### src/rtl/xbar_pkg.sv
// rtl/xbar_pkg.sv - shared crossbar types and the grant-to-ID decoder
// Contents: N_MASTERS, mst_id_t, id_dec_t, onehot2id()
package xbar_pkg;

   localparam int N_MASTERS = 2;

   typedef logic mst_id_t;

   typedef struct packed {
      logic    valid;
      mst_id_t id;
   } id_dec_t;

   // Only a one-hot grant names a master; 00 and 11 decode as invalid.
   function automatic id_dec_t onehot2id(input logic [N_MASTERS-1:0] grnt);
      id_dec_t r;
      r.valid = 1'b0;
      r.id    = 1'b0;
      case (grnt)
         2'b01: begin r.valid = 1'b1; r.id = 1'b0; end
         2'b10: begin r.valid = 1'b1; r.id = 1'b1; end
         default: ;
      endcase
      return r;
   endfunction

endpackage

### src/rtl/resp_router_if.sv
// rtl/resp_router_if.sv - request/response handshake bundle of the return path
// Slave side: grant + request accept in, slave response in, per-master response out,
//             outstanding count, stall and sticky error flags out.
// Master side: the mirror image, used by whatever drives the router.
interface resp_router_if #(
   parameter int DATA_W = 32,
   parameter int DEPTH  = 4
);
   localparam int CNT_W = $clog2(DEPTH + 1);

   logic [1:0]        grnt;
   logic              s_req;
   logic              s_ack;
   logic              s_resp_valid;
   logic [DATA_W-1:0] s_resp_data;
   logic              s_resp_err;
   logic              s_resp_ready;
   logic [1:0]        m_resp_valid;
   logic [DATA_W-1:0] m_resp_data;
   logic              m_resp_err;
   logic [1:0]        m_resp_ready;
   logic [CNT_W-1:0]  outstanding;
   logic              stall;
   logic              err_grnt;
   logic              err_orphan;

   modport slave (
      input  grnt, s_req, s_ack, s_resp_valid, s_resp_data, s_resp_err, m_resp_ready,
      output s_resp_ready, m_resp_valid, m_resp_data, m_resp_err,
             outstanding, stall, err_grnt, err_orphan
   );

   modport master (
      output grnt, s_req, s_ack, s_resp_valid, s_resp_data, s_resp_err, m_resp_ready,
      input  s_resp_ready, m_resp_valid, m_resp_data, m_resp_err,
             outstanding, stall, err_grnt, err_orphan
   );
endinterface

### src/rtl/id_fifo.sv
// rtl/id_fifo.sv - in-order FIFO of granted master IDs
// Ports: clk, resetn (async, active low), push/din, pop/dout,
//        full (registered), empty, count (0..DEPTH).
module id_fifo
   import xbar_pkg::*;
#(
   parameter  int DEPTH = 4,
   localparam int CNT_W = $clog2(DEPTH + 1)
) (
   input  logic             clk,
   input  logic             resetn,
   input  logic             push,
   input  logic             pop,
   input  mst_id_t          din,
   output mst_id_t          dout,
   output logic             full,
   output logic             empty,
   output logic [CNT_W-1:0] count
);
   localparam int PTR_W = $clog2(DEPTH);

   mst_id_t          mem_q [DEPTH];
   mst_id_t          mem_d [DEPTH];
   logic [PTR_W-1:0] wr_ptr_q, wr_ptr_d;
   logic [PTR_W-1:0] rd_ptr_q, rd_ptr_d;
   logic [CNT_W-1:0] count_q, count_d;
   logic             full_q, full_d;
   logic             do_push, do_pop;

   assign empty = (count_q == '0);
   assign full  = full_q;
   assign count = count_q;
   assign dout  = mem_q[rd_ptr_q];

   always_comb begin
      // A push is refused whenever full, even if a pop frees a slot this cycle.
      do_push  = push && !full_q;
      do_pop   = pop && !empty;
      mem_d    = mem_q;
      wr_ptr_d = wr_ptr_q;
      rd_ptr_d = rd_ptr_q;
      count_d  = count_q;
      if (do_push) begin
         mem_d[wr_ptr_q] = din;
         wr_ptr_d        = wr_ptr_q + PTR_W'(1);
      end
      if (do_pop) begin
         rd_ptr_d = rd_ptr_q + PTR_W'(1);
      end
      if (do_push && !do_pop) begin
         count_d = count_q + CNT_W'(1);
      end else if (!do_push && do_pop) begin
         count_d = count_q - CNT_W'(1);
      end
      full_d = (count_d == CNT_W'(DEPTH));
   end

   always_ff @(posedge clk or negedge resetn) begin
      if (!resetn) begin
         mem_q    <= '{default: 1'b0};
         wr_ptr_q <= '0;
         rd_ptr_q <= '0;
         count_q  <= '0;
         full_q   <= 1'b0;
      end else begin
         mem_q    <= mem_d;
         wr_ptr_q <= wr_ptr_d;
         rd_ptr_q <= rd_ptr_d;
         count_q  <= count_d;
         full_q   <= full_d;
      end
   end

endmodule

### src/rtl/resp_router.sv
// rtl/resp_router.sv - slave-side response router of the 2-master crossbar
// Ports: clk, resetn (async, active low), bus (resp_router_if.slave):
//        grant/accept in -> ID FIFO; slave response -> one-entry output stage ->
//        per-master response; outstanding/stall out; sticky err_grnt/err_orphan.
module resp_router
   import xbar_pkg::*;
#(
   parameter int DATA_W = 32,
   parameter int DEPTH  = 4
) (
   input  logic        clk,
   input  logic        resetn,
   resp_router_if.slave bus
);
   localparam int CNT_W = $clog2(DEPTH + 1);

   id_dec_t           dec;
   logic              accept, push, capture, drain;
   logic              fifo_full, fifo_empty;
   mst_id_t           head_id;
   logic [CNT_W-1:0]  fifo_count;
   logic              s_ready;
   logic [1:0]        m_valid;

   logic              out_valid_q, out_valid_d;
   mst_id_t           out_id_q, out_id_d;
   logic [DATA_W-1:0] out_data_q, out_data_d;
   logic              out_err_q, out_err_d;
   logic              err_grnt_q, err_grnt_d;
   logic              err_orphan_q, err_orphan_d;

   assign dec    = onehot2id(bus.grnt);
   assign accept = bus.s_req && bus.s_ack;
   assign push   = accept && dec.valid && !fifo_full;

   id_fifo #(.DEPTH(DEPTH)) u_id_fifo (
      .clk    (clk),
      .resetn (resetn),
      .push   (push),
      .pop    (capture),
      .din    (dec.id),
      .dout   (head_id),
      .full   (fifo_full),
      .empty  (fifo_empty),
      .count  (fifo_count)
   );

   always_comb begin
      drain   = out_valid_q && bus.m_resp_ready[out_id_q];
      // With nothing outstanding the response is an orphan and is swallowed.
      s_ready = fifo_empty || !out_valid_q || drain;
      capture = bus.s_resp_valid && s_ready && !fifo_empty;

      out_valid_d = out_valid_q;
      out_id_d    = out_id_q;
      out_data_d  = out_data_q;
      out_err_d   = out_err_q;
      if (capture) begin
         out_valid_d = 1'b1;
         out_id_d    = head_id;
         out_data_d  = bus.s_resp_data;
         out_err_d   = bus.s_resp_err;
      end else if (drain) begin
         out_valid_d = 1'b0;
      end

      err_grnt_d   = err_grnt_q || (accept && (!dec.valid || fifo_full));
      err_orphan_d = err_orphan_q || (bus.s_resp_valid && fifo_empty);

      m_valid           = 2'b00;
      m_valid[out_id_q] = out_valid_q;
   end

   always_ff @(posedge clk or negedge resetn) begin
      if (!resetn) begin
         out_valid_q  <= 1'b0;
         out_id_q     <= 1'b0;
         out_data_q   <= '0;
         out_err_q    <= 1'b0;
         err_grnt_q   <= 1'b0;
         err_orphan_q <= 1'b0;
      end else begin
         out_valid_q  <= out_valid_d;
         out_id_q     <= out_id_d;
         out_data_q   <= out_data_d;
         out_err_q    <= out_err_d;
         err_grnt_q   <= err_grnt_d;
         err_orphan_q <= err_orphan_d;
      end
   end

   assign bus.s_resp_ready = s_ready;
   assign bus.m_resp_valid = m_valid;
   assign bus.m_resp_data  = out_data_q;
   assign bus.m_resp_err   = out_err_q;
   assign bus.outstanding  = fifo_count;
   assign bus.stall        = fifo_full;
   assign bus.err_grnt     = err_grnt_q;
   assign bus.err_orphan   = err_orphan_q;

endmodule

### src/flat_wrapper.sv
// flat-port wrapper written by rule: the top's interface ports become plain ports
module resp_router_flat import xbar_pkg::*;
#(
   parameter int DATA_W = 32,
   parameter int DEPTH  = 4
)
  (clk, resetn, bus_grnt, bus_s_req, bus_s_ack, bus_s_resp_valid, bus_s_resp_data, bus_s_resp_err, bus_m_resp_ready, bus_s_resp_ready, bus_m_resp_valid, bus_m_resp_data, bus_m_resp_err, bus_outstanding, bus_stall, bus_err_grnt, bus_err_orphan);
  resp_router_if #(.DATA_W(DATA_W), .DEPTH(DEPTH)) bus_i ();
  input  logic clk;
  input  logic resetn;
  input wire logic [$bits(bus_i.grnt)-1:0] bus_grnt;
  input wire logic [$bits(bus_i.s_req)-1:0] bus_s_req;
  input wire logic [$bits(bus_i.s_ack)-1:0] bus_s_ack;
  input wire logic [$bits(bus_i.s_resp_valid)-1:0] bus_s_resp_valid;
  input wire logic [$bits(bus_i.s_resp_data)-1:0] bus_s_resp_data;
  input wire logic [$bits(bus_i.s_resp_err)-1:0] bus_s_resp_err;
  input wire logic [$bits(bus_i.m_resp_ready)-1:0] bus_m_resp_ready;
  output wire logic [$bits(bus_i.s_resp_ready)-1:0] bus_s_resp_ready;
  output wire logic [$bits(bus_i.m_resp_valid)-1:0] bus_m_resp_valid;
  output wire logic [$bits(bus_i.m_resp_data)-1:0] bus_m_resp_data;
  output wire logic [$bits(bus_i.m_resp_err)-1:0] bus_m_resp_err;
  output wire logic [$bits(bus_i.outstanding)-1:0] bus_outstanding;
  output wire logic [$bits(bus_i.stall)-1:0] bus_stall;
  output wire logic [$bits(bus_i.err_grnt)-1:0] bus_err_grnt;
  output wire logic [$bits(bus_i.err_orphan)-1:0] bus_err_orphan;
  assign bus_i.grnt = bus_grnt;
  assign bus_i.s_req = bus_s_req;
  assign bus_i.s_ack = bus_s_ack;
  assign bus_i.s_resp_valid = bus_s_resp_valid;
  assign bus_i.s_resp_data = bus_s_resp_data;
  assign bus_i.s_resp_err = bus_s_resp_err;
  assign bus_i.m_resp_ready = bus_m_resp_ready;
  assign bus_s_resp_ready = bus_i.s_resp_ready;
  assign bus_m_resp_valid = bus_i.m_resp_valid;
  assign bus_m_resp_data = bus_i.m_resp_data;
  assign bus_m_resp_err = bus_i.m_resp_err;
  assign bus_outstanding = bus_i.outstanding;
  assign bus_stall = bus_i.stall;
  assign bus_err_grnt = bus_i.err_grnt;
  assign bus_err_orphan = bus_i.err_orphan;
  resp_router #(.DATA_W(DATA_W), .DEPTH(DEPTH)) u_core (.clk(clk), .resetn(resetn), .bus(bus_i));
endmodule
### config.mk
export PLATFORM = sky130hd
export DESIGN_NAME = resp_router_flat
export DESIGN_NICKNAME = d
export VERILOG_FILES = /design/src/rtl/xbar_pkg.sv /design/src/rtl/resp_router_if.sv /design/src/rtl/id_fifo.sv /design/src/rtl/resp_router.sv /design/src/flat_wrapper.sv
export SDC_FILE = /design/constraint.sdc
export NUM_CORES = 1
export LEC_CHECK = 0
export ABC_AREA = 1
export BUFFER_PORTS_ARGS = -buffer_cell sky130_fd_sc_hd__buf_2
export CORE_UTILIZATION = 40
export CTS_BUF_LIST = sky130_fd_sc_hd__clkbuf_2 sky130_fd_sc_hd__clkbuf_4 sky130_fd_sc_hd__clkbuf_8
export DETAILED_ROUTE_END_ITERATION = 8
export PLACE_DENSITY = 0.75
export SKIP_CTS_REPAIR_TIMING = 1
export SLEW_MARGIN = 10
export SYNTH_ARGS = -nofsm -noshare
export SYNTH_HDL_FRONTEND = slang
export SYNTH_HIERARCHICAL = 1
export SYNTH_SLANG_ARGS = --single-unit
### constraint.sdc
create_clock -name clk -period 2.4 [get_ports clk]
set_clock_uncertainty 0.1 [all_clocks]
set_input_delay 0.24 -clock clk [delete_from_list [all_inputs] [get_ports clk]]
set_output_delay 0.24 -clock clk [all_outputs]
set_load 0.05 [all_outputs]
# [After elaboration in Yosys (flattened, before gate mapping)]
# Cells that the tools add are included.
[op_classes] bitwise_logic=3 order_cmp=5 n_reduce_logical=27 eq_ne=3 muxes=15 addsub=4
[op_table] cell="logical AND 1 bit" n=14
[op_table] cell="two-way mux 1 bit" n=8
[op_table] cell=">= comparator 3 bit, second input constant" n=2
[op_table] cell="logical NOT 1 bit" n=6
[op_table] cell="two-way mux 3 bit" n=2
[op_table] cell="inverter 2 -> 3 bit" n=2
[op_table] cell="logical OR 1 bit" n=5
[op_table] cell="adder 2 x 1 -> 2 bit, second input constant" n=2
[op_table] cell="bitwise mux 4 bit" n=1
[op_table] cell="case mux 2 bit (2 select lines)" n=1
[op_table] cell="adder 3 x 1 -> 3 bit, second input constant" n=1
[op_table] cell="== test 3 bit, second input constant" n=1
[op_table] cell="logical NOT 3 bit" n=1
[op_table] cell="< comparator 3 x 1 -> 1 bit, second input constant" n=1
[op_table] cell="subtractor 3 x 1 -> 3 bit, second input constant" n=1
[op_table] cell="bitwise AND 2 bit" n=1
[op_table] cell="binary-select mux 1 bit (select 2 bit)" n=1
[op_table] cell="demux 1 bit (select 2 bit)" n=1
[op_table] cell="== test 2 x 1 -> 1 bit, second input constant" n=1
[op_table] cell="== test 2 bit, second input constant" n=1
[op_table] cell="< comparator 1 x 2 -> 1 bit, second input constant" n=1
[op_table] cell="nonzero test 2 bit" n=1
[op_table] cell="demux 1 bit (select 1 bit)" n=1
[op_table] cell=">= comparator 1 bit, second input constant" n=1
[totals] word_cells=71 in_bits=42 out_inout_bits=42 register_bits=49

# [Depth between registers and ports, before layout]
[logic_depth] word_depth=11 mapped_depth=16 ltp_nobuf=15

# [Hierarchy]
# Netlist, hierarchy kept.
[modules_own_cells] module="resp_router" cells_per_inst=175 seq_area_each_um2=925.9 n_inst=1 area_each_um2=1600.3
[modules_own_cells] module="id_fifo" cells_per_inst=77 seq_area_each_um2=300.3 n_inst=1 area_each_um2=711.9

# [Least setup slack after synthesis]
# OpenSTA, ideal clock, no wires.
[synth_timing] path_type="register to register" start="reg u_core.u_id_fifo.count_q[0], in the netlist u_core/u_id_fifo/count[0]" end="reg u_core.u_id_fifo.full_q, in the netlist u_core/u_id_fifo/full" setup_ns=0.120 path_stages_with_launch=14 slack_ns=-0.185 t_required_ns=2.180 synth_period_minus_slack_ns=2.585 path_buffers=1 arrival_time_ns=2.365 cell_sequence="dfrtp_1 -> inv_1 -> ha_1 -> ha_1 -> nor2_4 -> nand3_4 -> buf_6 -> inv_1 -> inv_1 -> nor2_4 -> nand2_2 -> nand2_4 -> xor2_2 -> nor2_2"
[synth_via] elab_chain_cells=10 word_cells_on_any_way=15 cone_classes="add/sub: 2; eq/ne: 1; mux: 2; reduce/logical: 10"
[synth_rtl] element="start: declaration" line_no="id_fifo.sv:26" text="logic [CNT_W-1:0] count_q, count_d;"
[synth_rtl] element="start signal: assignment" line_no="id_fifo.sv:69" text="count_q <= count_d;"
[synth_rtl] element="logical NOT 3 bit *" line_no="id_fifo.sv:30" text="assign empty = (count_q == '0);"
[synth_rtl] element="via u_core.fifo_empty" line_no="resp_router.sv:19" text="logic fifo_full, fifo_empty;"
[synth_rtl] element="logical OR 1 bit (2 in a row)" line_no="resp_router.sv:51" text="s_ready = fifo_empty || !out_valid_q || drain;"
[synth_rtl] element="logical AND 1 bit" line_no="resp_router.sv:52" text="capture = bus.s_resp_valid && s_ready && !fifo_empty;"
[synth_rtl] element="logical AND 1 bit *" line_no="resp_router.sv:52"
[synth_rtl] element="via u_core.capture" line_no="resp_router.sv:18" text="logic accept, push, capture, drain;"
[synth_rtl] element="logical AND 1 bit *" line_no="id_fifo.sv:38" text="do_pop = pop && !empty;"
[synth_rtl] element="logical AND 1 bit or logical NOT 1 bit (tied branches)" line_no="id_fifo.sv:52, id_fifo.sv:50"
[synth_rtl] element="two-way mux 3 bit or logical AND 1 bit (tied branches)" line_no="id_fifo.sv:52, id_fifo.sv:50"
[synth_rtl] element="two-way mux 3 bit *" line_no="id_fifo.sv:50" text="if (do_push && !do_pop) begin"
[synth_rtl] element="via u_core.u_id_fifo.count_d[0]" line_no="id_fifo.sv:26"
[synth_rtl] element="== test 3 bit *" line_no="id_fifo.sv:55" text="full_d = (count_d == CNT_W'(DEPTH));"
[synth_rtl] element="via u_core.u_id_fifo.full_d" line_no="id_fifo.sv:27" text="logic full_q, full_d;"
[synth_rtl] element="end signal: assignment" line_no="id_fifo.sv:70" text="full_q <= full_d;"
[synth_rtl] element="end: declaration" line_no="id_fifo.sv:27"
# Mark *: on every way through the listed nets, which the timed path passes. The rest lies on a longest branch.
# A chain may end at the register's enable or synchronous reset.

# [Worst setup path in the final report]
# Ends and elaborated chain as after synthesis.

==> results.yml <==
place:
  io_buffers: 83
  placed_area_um2: 2760
  post-place-cells: 401
  place_ws_ns: 0.324
  hpwl_um: 3240
  gp_congestion: 0.734
yosys:
  yosys_warnings: 6
  postSynthAreaPerCell_um2: 9.18
  yosysSeqAreaShare_pct: 53.0
  postSynthCellCount: 252
  mappedNetlistArea_um2: 2310
  syn_nets: 302
  synth-seq-cells: 49
  ys_types: 22
worst_setup_path:
  worst_setup_path_end_kind: "flop"
  rrSetupSlack_ns: 0.33
  r2r-end: "u_core/u_id_fifo/full"
  crit_end: "u_core/u_id_fifo/full"
  worstSetupPathType: "flop to flop"
  critPathLaunchType: "flop"
  crit_required_ns: 2.50
  crit_path_start: "u_core/u_id_fifo/count[0]"
  cp_max_fo: 4
  critPathArrivalTime_ns: 2.16
  r2r-start: "u_core/u_id_fifo/count[0]"
  worst-r2r-cell-count: 15
clocking:
  clockBufferDepth: 2
  root_buffer: "clkbuf_8"
  cts_buffers: 5
  cts.sinks: 49
  tritoncts: "built"
  clkTransAtPathRegs_ns: 0.09
  ctsHtreeMaxLevel: 2
  clock_latency_ns: 0.30
power:
  peakVddDrop_v: 0.00101
  combPwrFrac_pct: 57.1
  power_frac_seq_pct: 32.3
  powerDensity_nw_per_um2: 1590
  p_int_mw: 2.06
  leakage_nw: 1.61
  p_sw_mw: 2.50
  swShare_pct: 54.8
  clkPwrFrac_pct: 10.6
  total_power_mw: 4.56
grt:
  grt_usage_pct: 16.3
  antenna_found_initial: 0
  grt_overflow: 0
  grt_pass1_wl_um: 7820
  grt_max_degree: 50
  grt_pass1_vias: 1752
timing:
  tns_ns: 0
  max_freq_mhz: 483
  rsz0062_at_grt: "false"
  max_slew_margin_pct: 51.6
  fin_hold_ws_ns: 0.0623
  min_period_over_period_pct: 86.2
  finalHoldViolations: 0
  period_minus_slack_ns: 2.07
  finalSetupViolCount: 0
  report.final.slew_viol_count: 0
  worst_slew_pin_slew_ns: 0.725
  worst_slack_ns: 0.331
routing:
  dr.pass1.iters: 4
  ant_nets: 0
  post_drt_wl_per_cell_um: 11.3
  routed_wl_um: 4650
  drcViolationCount: 0
  vias: 1882
  via_per_inst: 4.59
  first_iter_violations: 82
layout:
  diodes: 0
  nNetsFinal: 387
  num-fill-cells: 537
  fin_area_um2: 2860
  multi_input_area_um2: 917
  synthToLayoutAreaGrowth_pct: 23.8
  drive_gt1_share_pct: 35.8
  seq_area_um2: 1230
  utilization_pct: 51.6
  final_cells: 410
die:
  ioPinCount: 84
  die_y_um: 78.0
  core-area_um2: 5540
  die-width_um: 78.0
  die_area_um2: 6090
  num_rows: 27
  start_util_pct: 41.7
worst_hold_path:
  hp-class: "input pin to flop"
status:
  outcome: "finished, final reports clean"
run:
  timing.max_cap.violations: 0
[power by group through the flow]
stage,clock [mW],sequential [mW],combinational [mW]
final,0.483,1.47,2.60
after floorplan,0,2.54,1.03
after global placement,0,1.47,2.58
after detailed placement,0,1.48,2.63
after global routing,0.534,1.53,2.84
after CTS,0.506,1.47,2.63
[worst max-delay path: stages, from the launching register on]
cell and delay (ns):
dfrtp_2 0.42, inv_1 0.06, ha_1 0.20, ha_1 0.26, nor2_4 0.14, nand3_4 0.08, inv_1 0.08, inv_1 0.07
nor2_4 0.12, nand2_2 0.12, nand2_1 0.08, nand2_1 0.06, nand2_2 0.07, inv_2 0.03, nand2_2 0.05, nor2_2 0.03
[how the worst min path moves through the flow]
stage	startpoint	cells past startpoint	endpoint	slack (ns)
after global placement	resetn	2	u_core/bus.m_resp_data[4]	0.28
after floorplan	resetn	0	u_core/bus.err_grnt	-0.16
after global routing	bus_s_resp_data[22]	3	u_core/bus.m_resp_data[22]	0.06
after detailed placement	resetn	2	u_core/bus.m_resp_data[4]	0.28
final	bus_s_resp_data[28]	3	u_core/bus.m_resp_data[28]	0.06
after CTS	resetn	2	u_core/bus.m_resp_data[3]	-0.05
[layout by cell type, fill, tap and decap left out]
master / count
nand2_1: 84
buf_2: 83
dfrtp_1: 47
nand3_1: 36
inv_1: 20
nand2_2: 10
ha_1: 8
o21ai_0: 7
clkbuf_8: 5
nor2_1: 5
nand3_2: 4
xor2_1: 4
inv_2: 3
nor2_4: 3
buf_4: 3
clkinvlp_4: 2
o21bai_1: 2
nand2_4: 2
dfrtp_2: 2
clkbuf_4: 1
dlygate4sd3_1: 1
nand3_4: 1
nor3_1: 1
xor2_2: 1
nand3b_1: 1
o22ai_1: 1
nor2_2: 1
[Yosys cell counts, drive strengths merged]
cell | count | area share (%)
buf | 9 | 3.6
dfrtp | 49 | 53
ha | 8 | 4.3
inv | 23 | 3.7
nand2 | 96 | 17
nand3 | 41 | 10
nand3b | 1 | 0.32
nor2 | 9 | 2.5
nor3 | 1 | 0.22
o21ai | 7 | 1.5
o21bai | 2 | 0.65
o22ai | 1 | 0.27
xor2 | 5 | 2.2
[routing by layer]
metal	GRT usage [%]	part of all wire, %
met1	21.0	47
met2	27.5	46
met3	3.26	6.3
met4	5.56	0.86
met5	0	0
[registers in the layout (all words and copies together) (netlist names)]
signal	cells
u_core/bus.err_grnt	1
u_core/bus.err_orphan	1
u_core/bus.m_resp_data	32
u_core/bus.m_resp_err	1
u_core/out_id_q	1
u_core/out_valid_q	1
u_core/u_id_fifo/count	3
u_core/u_id_fifo/full	1
u_core/u_id_fifo/mem_q	4
u_core/u_id_fifo/rd_ptr_q	2
u_core/u_id_fifo/wr_ptr_q	2
[cell type report]
| cell class | instances | area share [%] |
|---|---|---|
| clock inverter | 2 | 0.525 |
| multi-input combinational | 171 | 32.1 |
| timing repair buffer | 87 | 15.7 |
| clock buffer | 6 | 2.67 |
| sequential | 49 | 42.9 |
| tap | 72 | 3.15 |
| inverter | 23 | 3.02 |
[logic make-up (layout without fill, tap and decap cells)]
kind of cell	count (synthesis)	in the layout	share of synthesized area (%)
XOR/XNOR	5	5	2.22
adder cells (fa/ha/maj)	8	8	4.33
AND/OR/NAND/NOR	148	148	30.7
AO/OA/AOI/OAI	10	10	2.43
buffers and inverters	32	118	7.30
flip-flops	49	49	53.0
Power figures use the tool's default switching activity.
